--- config.mk ---
export PLATFORM = sky130hd
export DESIGN_NAME = key_event_gen
export DESIGN_NICKNAME = d
export VERILOG_FILES = /design/src/rtl/key_event_pkg.sv /design/src/rtl/key_repeat_timer.sv /design/src/rtl/key_event_gen.sv
export SDC_FILE = /design/constraint.sdc
export NUM_CORES = 1
export LEC_CHECK = 0
export CAP_MARGIN = 10
export CELL_PAD_IN_SITES_DETAIL_PLACEMENT = 1
export CELL_PAD_IN_SITES_GLOBAL_PLACEMENT = 1
export CORE_AREA = 2 2 205 207
export DETAILED_ROUTE_END_ITERATION = 8
export DIE_AREA = 0 0 207 209
export PLACE_DENSITY_LB_ADDON = 0.1
export SETUP_SLACK_MARGIN = 0.15
export SLEW_MARGIN = 20
export SYNTH_ARGS = -nofsm -noshare
export SYNTH_HDL_FRONTEND = slang
export SYNTH_SLANG_ARGS = --single-unit
--- constraint.sdc ---
create_clock -name clk -period 3.34 [get_ports clk]
set_input_delay 0.668 -clock clk [delete_from_list [all_inputs] [get_ports clk]]
set_output_delay 0.668 -clock clk [all_outputs]
set_load 0.1 [all_outputs]
--- src/rtl/key_event_pkg.sv ---
// Shared definitions for the keyboard event conditioner.
//   - PS/2 set-2 scan codes of the five keys the game reacts to
//   - key index constants (also the arbiter priority order, lowest wins)
//   - repeat FSM state encoding
//   - key_code(): index -> scan code lookup used by the decoder loop
package key_event_pkg;

  localparam logic [8:0] SC_W     = 9'h01D;
  localparam logic [8:0] SC_S     = 9'h01B;
  localparam logic [8:0] SC_A     = 9'h01C;
  localparam logic [8:0] SC_D     = 9'h023;
  localparam logic [8:0] SC_ENTER = 9'h05A;

  localparam int NUM_KEYS = 5;

  // Index order doubles as grant priority: C > U > D > L > R.
  localparam logic [2:0] K_C = 3'd0;
  localparam logic [2:0] K_U = 3'd1;
  localparam logic [2:0] K_D = 3'd2;
  localparam logic [2:0] K_L = 3'd3;
  localparam logic [2:0] K_R = 3'd4;

  localparam logic [1:0] ST_IDLE   = 2'd0;
  localparam logic [1:0] ST_DELAY  = 2'd1;
  localparam logic [1:0] ST_REPEAT = 2'd2;

  function automatic logic [8:0] key_code(input int k);
    case (k)
      0:       key_code = SC_ENTER;
      1:       key_code = SC_W;
      2:       key_code = SC_S;
      3:       key_code = SC_A;
      default: key_code = SC_D;
    endcase
  endfunction

endpackage

--- src/rtl/key_repeat_timer.sv ---
// Auto-repeat timer for the directional keys.
// Tracks the most recently pressed direction and raises rep_req for one
// cycle after HOLD_DELAY cycles of holding it, then every REPEAT_PERIOD
// cycles, until that key is released or another direction is pressed.
// Ports:
//   clk, rst      - clock, synchronous active-low reset
//   make[4:0]     - one-cycle make strobe per key index (index 0 ignored)
//   brk[4:0]      - one-cycle break strobe per key index
//   rep_req       - one-cycle repeat request for rep_key (combinational)
//   rep_key[2:0]  - key index currently being repeated (1..4)
module key_repeat_timer
  import key_event_pkg::*;
#(
  parameter int HOLD_DELAY    = 50_000_000,
  parameter int REPEAT_PERIOD = 10_000_000,
  parameter int CNT_W         = 26
) (
  input  logic                clk,
  input  logic                rst,
  input  logic [NUM_KEYS-1:0] make,
  input  logic [NUM_KEYS-1:0] brk,
  output logic                rep_req,
  output logic [2:0]          rep_key
);

  logic [1:0]       rep_state;
  logic [CNT_W-1:0] cnt;
  logic             dir_make;
  logic [2:0]       make_idx;
  logic             rep_brk;
  logic             terminal;
  logic             unused_enter_make;

  // Enter never drives the repeat FSM.
  assign unused_enter_make = make[K_C];

  // NOTE: every always_comb output gets a default before any branch, so no
  // path can leave it unassigned and infer a latch.
  always_comb begin
    dir_make = 1'b0;
    make_idx = K_U;
    for (int k = 1; k < NUM_KEYS; k++) begin
      if (make[k] && !dir_make) begin
        dir_make = 1'b1;
        make_idx = 3'(k);
      end
    end
  end

  assign rep_brk  = brk[rep_key];
  assign terminal = ((rep_state == ST_DELAY)  && (cnt == CNT_W'(HOLD_DELAY - 1))) ||
                    ((rep_state == ST_REPEAT) && (cnt == CNT_W'(REPEAT_PERIOD - 1)));
  // A release of the repeated key or a retarget on the same edge as the
  // terminal count swallows that tick.
  assign rep_req  = terminal && !rep_brk && !dir_make;

  // NOTE: sequential state uses non-blocking assignments so every register
  // samples pre-edge values regardless of statement order.
  always_ff @(posedge clk) begin
    if (!rst) begin
      rep_state <= ST_IDLE;
      cnt       <= '0;
      rep_key   <= K_U;
    end else if (dir_make) begin
      rep_key   <= make_idx;
      cnt       <= '0;
      rep_state <= ST_DELAY;
    end else if (rep_state == ST_DELAY || rep_state == ST_REPEAT) begin
      if (rep_brk) begin
        rep_state <= ST_IDLE;
        cnt       <= '0;
      end else if (terminal) begin
        rep_state <= ST_REPEAT;
        cnt       <= '0;
      end else begin
        cnt <= cnt + CNT_W'(1);
      end
    end else begin
      rep_state <= ST_IDLE;
    end
  end

endmodule

--- src/rtl/key_event_gen.sv ---
// Keyboard event conditioner: converts the PS/2 decoder's held-key bitmap
// and change strobe into single-cycle, mutually exclusive key pulses.
// Directional keys auto-repeat while held; Enter fires once per press.
// Ports:
//   clk, rst          - 100 MHz clock, synchronous active-low reset
//   key_valid         - decoder change strobe, one cycle per make/break
//   last_change[8:0]  - scan code of the key that just changed
//   key_down[511:0]   - decoder held-key bitmap
//   key_U/D/L/R/C     - registered one-cycle pulses (W/S/A/D/Enter)
module key_event_gen
  import key_event_pkg::*;
#(
  parameter int HOLD_DELAY    = 50_000_000,
  parameter int REPEAT_PERIOD = 10_000_000,
  parameter int CNT_W         = 26
) (
  input  logic         clk,
  input  logic         rst,
  input  logic         key_valid,
  input  logic [8:0]   last_change,
  input  logic [511:0] key_down,
  output logic         key_U,
  output logic         key_D,
  output logic         key_L,
  output logic         key_R,
  output logic         key_C
);

  logic [NUM_KEYS-1:0] held;
  logic [NUM_KEYS-1:0] pending;
  logic [NUM_KEYS-1:0] make;
  logic [NUM_KEYS-1:0] brk;
  logic [NUM_KEYS-1:0] rep_set;
  logic [NUM_KEYS-1:0] grant;
  logic                rep_req;
  logic [2:0]          rep_key;
  logic                unused_bitmap;

  // Only five codes are decoded; the rest of the bitmap is deliberately ignored.
  assign unused_bitmap = ^key_down;

  // A make only counts on the first one; typematic re-makes of a held key
  // are dropped. A break clears held but leaves any pending tap pulse.
  always_comb begin
    make = '0;
    brk  = '0;
    for (int k = 0; k < NUM_KEYS; k++) begin
      if (key_valid && (last_change == key_code(k))) begin
        if (key_down[key_code(k)]) make[k] = !held[k];
        else                       brk[k]  = 1'b1;
      end
    end
  end

  always_comb begin
    rep_set = '0;
    if (rep_req) rep_set[rep_key] = 1'b1;
  end

  // Isolate the lowest set pending bit: index 0 (Enter) has top priority.
  assign grant = pending & (~pending + NUM_KEYS'(1));

  key_repeat_timer #(
    .HOLD_DELAY    (HOLD_DELAY),
    .REPEAT_PERIOD (REPEAT_PERIOD),
    .CNT_W         (CNT_W)
  ) u_timer (
    .clk     (clk),
    .rst     (rst),
    .make    (make),
    .brk     (brk),
    .rep_req (rep_req),
    .rep_key (rep_key)
  );

  // A request landing on a bit that is granted this same edge merges into
  // that grant rather than producing a second pulse.
  always_ff @(posedge clk) begin
    if (!rst) begin
      held    <= '0;
      pending <= '0;
      key_C   <= 1'b0;
      key_U   <= 1'b0;
      key_D   <= 1'b0;
      key_L   <= 1'b0;
      key_R   <= 1'b0;
    end else begin
      held    <= (held | make) & ~brk;
      pending <= (pending | make | rep_set) & ~grant;
      key_C   <= grant[K_C];
      key_U   <= grant[K_U];
      key_D   <= grant[K_D];
      key_L   <= grant[K_L];
      key_R   <= grant[K_R];
    end
  end

endmodule

==> results_dict.tcl, run 1 <==
set metrics [dict create \
    relSlewSlack_pct 49.58 \
    cpPeakStageDelay_ps 570 \
    synth_seq_cells 46 \
    io_pins 529 \
    grt_pass1_wl_microns 16070 \
    yosysMostFrequentCell "dfxtp_1" \
    grt_usage_pct 4.910 \
    fp.coreArea_sq_mm 0.04129 \
    p_leak_nw 1.064 \
    drtIter0Drc 73 \
    finalWeightedCongestion 0.6410 \
    antenna_found_initial 0 \
    syn_inst 299 \
    skew_ps 10.71 \
    grt_max_degree 24 \
    grt_pass1_vias 2703 \
    synth_cell_type_count 60 \
    critPathCaptureType "flip-flop" \
    hold_violations 0 \
    initial_core_util_pct 6.148 \
    htreeDepth 2 \
    die_h_microns 209 \
    fin_setup_tns_ps 0 \
    synthTopCellsByCount "46 x dfxtp_1, 33 x nor2_1, 24 x nand2_1" \
    synthFlopType "dfxtp_1" \
    cp.arrival_ps 3180 \
    cts_buffer_depth 2 \
    rsz0062_at_grt "no" \
    avgSynthCellArea_sq_um 8.491 \
    synth_area_leaders "dfxtp_1 36%, nor2_1 4.9%, nand3_1 4.1%" \
    synth_nets 826 \
    wl_per_cell_microns 11.42 \
    synth_top_cell_by_area "dfxtp_1" \
    layout-drive-gt1-share_pct 19.14 \
    report.final.slew_viol_count 0 \
    totalWireLength_microns 10150 \
    cts_hold_buffers 0 \
    path_delay_family "simple AND/OR/NAND/NOR gates" \
    start_kind "primary input" \
    cts-root-buf "clkbuf_16" \
    drt-vias-per-instance 2.692 \
    die-width_microns 207 \
    crit_chain "clkdlybuf4s50_1 -> or3b_2 -> or4_1 -> a22oi_2 -> a21oi_1 -> buf_4 -> o211ai_1 -> o31ai_1" \
    antenna_left 0 \
    cpMaxStageDelayCell "or4_1" \
    worstPathRequired_ps 3520 \
    path_max_fanout 6 \
    clk_pin_slew_worst_paths_ps 80 \
    p_per_area_mw_per_mm2 317.5 \
    tritoncts "done" \
    synth_edf_count 0 \
    vias 2393 \
    port_buffers 21 \
    drv_cap 0 \
    core.rowCount 75 \
    yosysWarnings 0 \
    syn-cell-area_sq_mm 0.002539 \
    status "finished clean" \
    clock-sinks 46 \
    overflow 0 \
    finalCritPeriodShare_pct 89.83 \
    final_nets 876 \
    yosysSeqAreaShare_pct 36.27 \
    syn_to_final_growth_pct 48.74 \
    drc 0 \
    peakVddDrop_mv 0.1716 \
    yosys.area.top_type_share_pct 36.27 \
    die_area_sq_mm 0.04326 \
    setup_viol 0 \
    worstSkewPairLatency_ps 300 \
    min_period_ps 3000 \
    critPathKind "in -> reg" \
    first_pass_iters 4 \
    cts_buffers 5 \
    worstMarginPinSlew_ps 750.5 \
    diodes 0 \
    hpwl_microns 8024 \
    post-route-util_pct 9.145 \
    async_flop_share_pct 0 \
    min_path_type "reg -> reg" \
    cp.buffers_inverters 2 \
    timing.fmax_ghz 0.3333 \
]
## kinds of logic (layout without fill, tap and decap cells)
kind of cell,count (synthesis),in the layout,share of synthesized area (%)
buffers and inverters,18,69,3.204
and+or+nand+nor,167,167,38.05
muxes,5,5,1.971
adders and majority gates,3,3,1.479
xor gates and xnor gates,14,14,4.830
AOI/OAI and AO/OA,46,46,14.19
DFF,46,46,36.27
## area by class of cell
cell class | instances | area (sq um)
tap | 539 | 674.4
inverter | 9 | 33.78
clock buffer | 7 | 142.6
fill | 4913 | 37510
timing repair buffer | 52 | 442.9
multi-input combinational | 235 | 1556
clock inverter | 1 | 5.005
sequential | 46 | 920.9
## worst min-delay path, cell delays in order, from the launching register on
cell and delay [ps]:
dfxtp_1 330, mux2i_1 60, nor2_1 70
## path summary, 6_finish.rpt
check,startpoint,endpoint,slack (ps),depth (start not counted)
setup / recovery,key_valid,u_timer.cnt[21]$_SDFFE_PP0N_,340,8
setup reg to reg,u_timer.cnt[7]$_SDFFE_PP0N_,pending[1]$_SDFF_PN0_,670,6
hold / removal,flip-flop,flip-flop,500,2
hold reg to reg,flip-flop,flip-flop,500,2
## repair_timing
action | CTS | global route
setup endpoints to repair | 0 | 23
setup buffers | 0 | 0
gates resized for setup | 0 | 4
endpoints found under the hold margin | 0 | 0
## cells in the final DEF, fill, tap and decap left out, types with 3 or more instances in the layout
cell type,instances
nor4_1,8
nand3b_1,8
or4b_2,3
xor2_1,9
nand3_1,21
ha_1,3
nor3_1,12
dfxtp_1,46
buf_4,35
nand2_1,24
or3b_2,5
inv_1,8
a21oi_1,9
a31oi_1,7
and2_1,3
xnor2_1,5
o31a_1,4
or4_1,4
clkbuf_16,5
nor2_1,33
nor2b_1,3
nand2b_1,3
clkdlybuf4s50_1,16
nand4_1,9
o21ai_0,8
mux2i_1,5
and3_1,4
## power by group
| part | switching, mW | internal (mW) |
|---|---|---|
| clock network | 0.254 | 0.299 |
| registers | 0.00887 | 0.553 |
| logic | 0.0404 | 0.0438 |
## layer usage
layer | up-vias | routed length (microns) | track usage [%]
met3 | 10 | 271 | 1.232
met4 | 0 | 114 | 1.232
li1 | 1210 | - | -
met5 | - | 0 | 0
met1 | 1144 | 4991 | 6.205
met2 | 29 | 4773 | 8.322
## metrics by stage
stage | total power [mW] | std cells | hold slack [ps] | area [sq um] | setup slack, ps
global route | 1.263 | 889 | 532.6 | 3776 | 180.9
detailed placement | 0.6597 | 881 | 484.4 | 3608 | -148.2
CTS | 1.238 | 889 | 503.5 | 3756 | 170.9
global placement | 0.6604 | 881 | 470.5 | 3608 | -142.7
floorplan | 0.6040 | 299 | 450.9 | 2539 | 776.1
finish | 1.199 | 889 | 496.4 | 3776 | 339.7
(Power assumes the default switching activity.)
==> run 2, diff against run 1 <==
--- a/config.mk
+++ b/config.mk
@@ -13,7 +13,6 @@
 export DIE_AREA = 0 0 207 209
 export PLACE_DENSITY_LB_ADDON = 0.1
 export SETUP_SLACK_MARGIN = 0.15
-export SLEW_MARGIN = 20
 export SYNTH_ARGS = -nofsm -noshare
 export SYNTH_HDL_FRONTEND = slang
 export SYNTH_SLANG_ARGS = --single-unit
==> results of run 2 <==
Same layout as run 1: the final DEF is identical, and so are final timing and power.
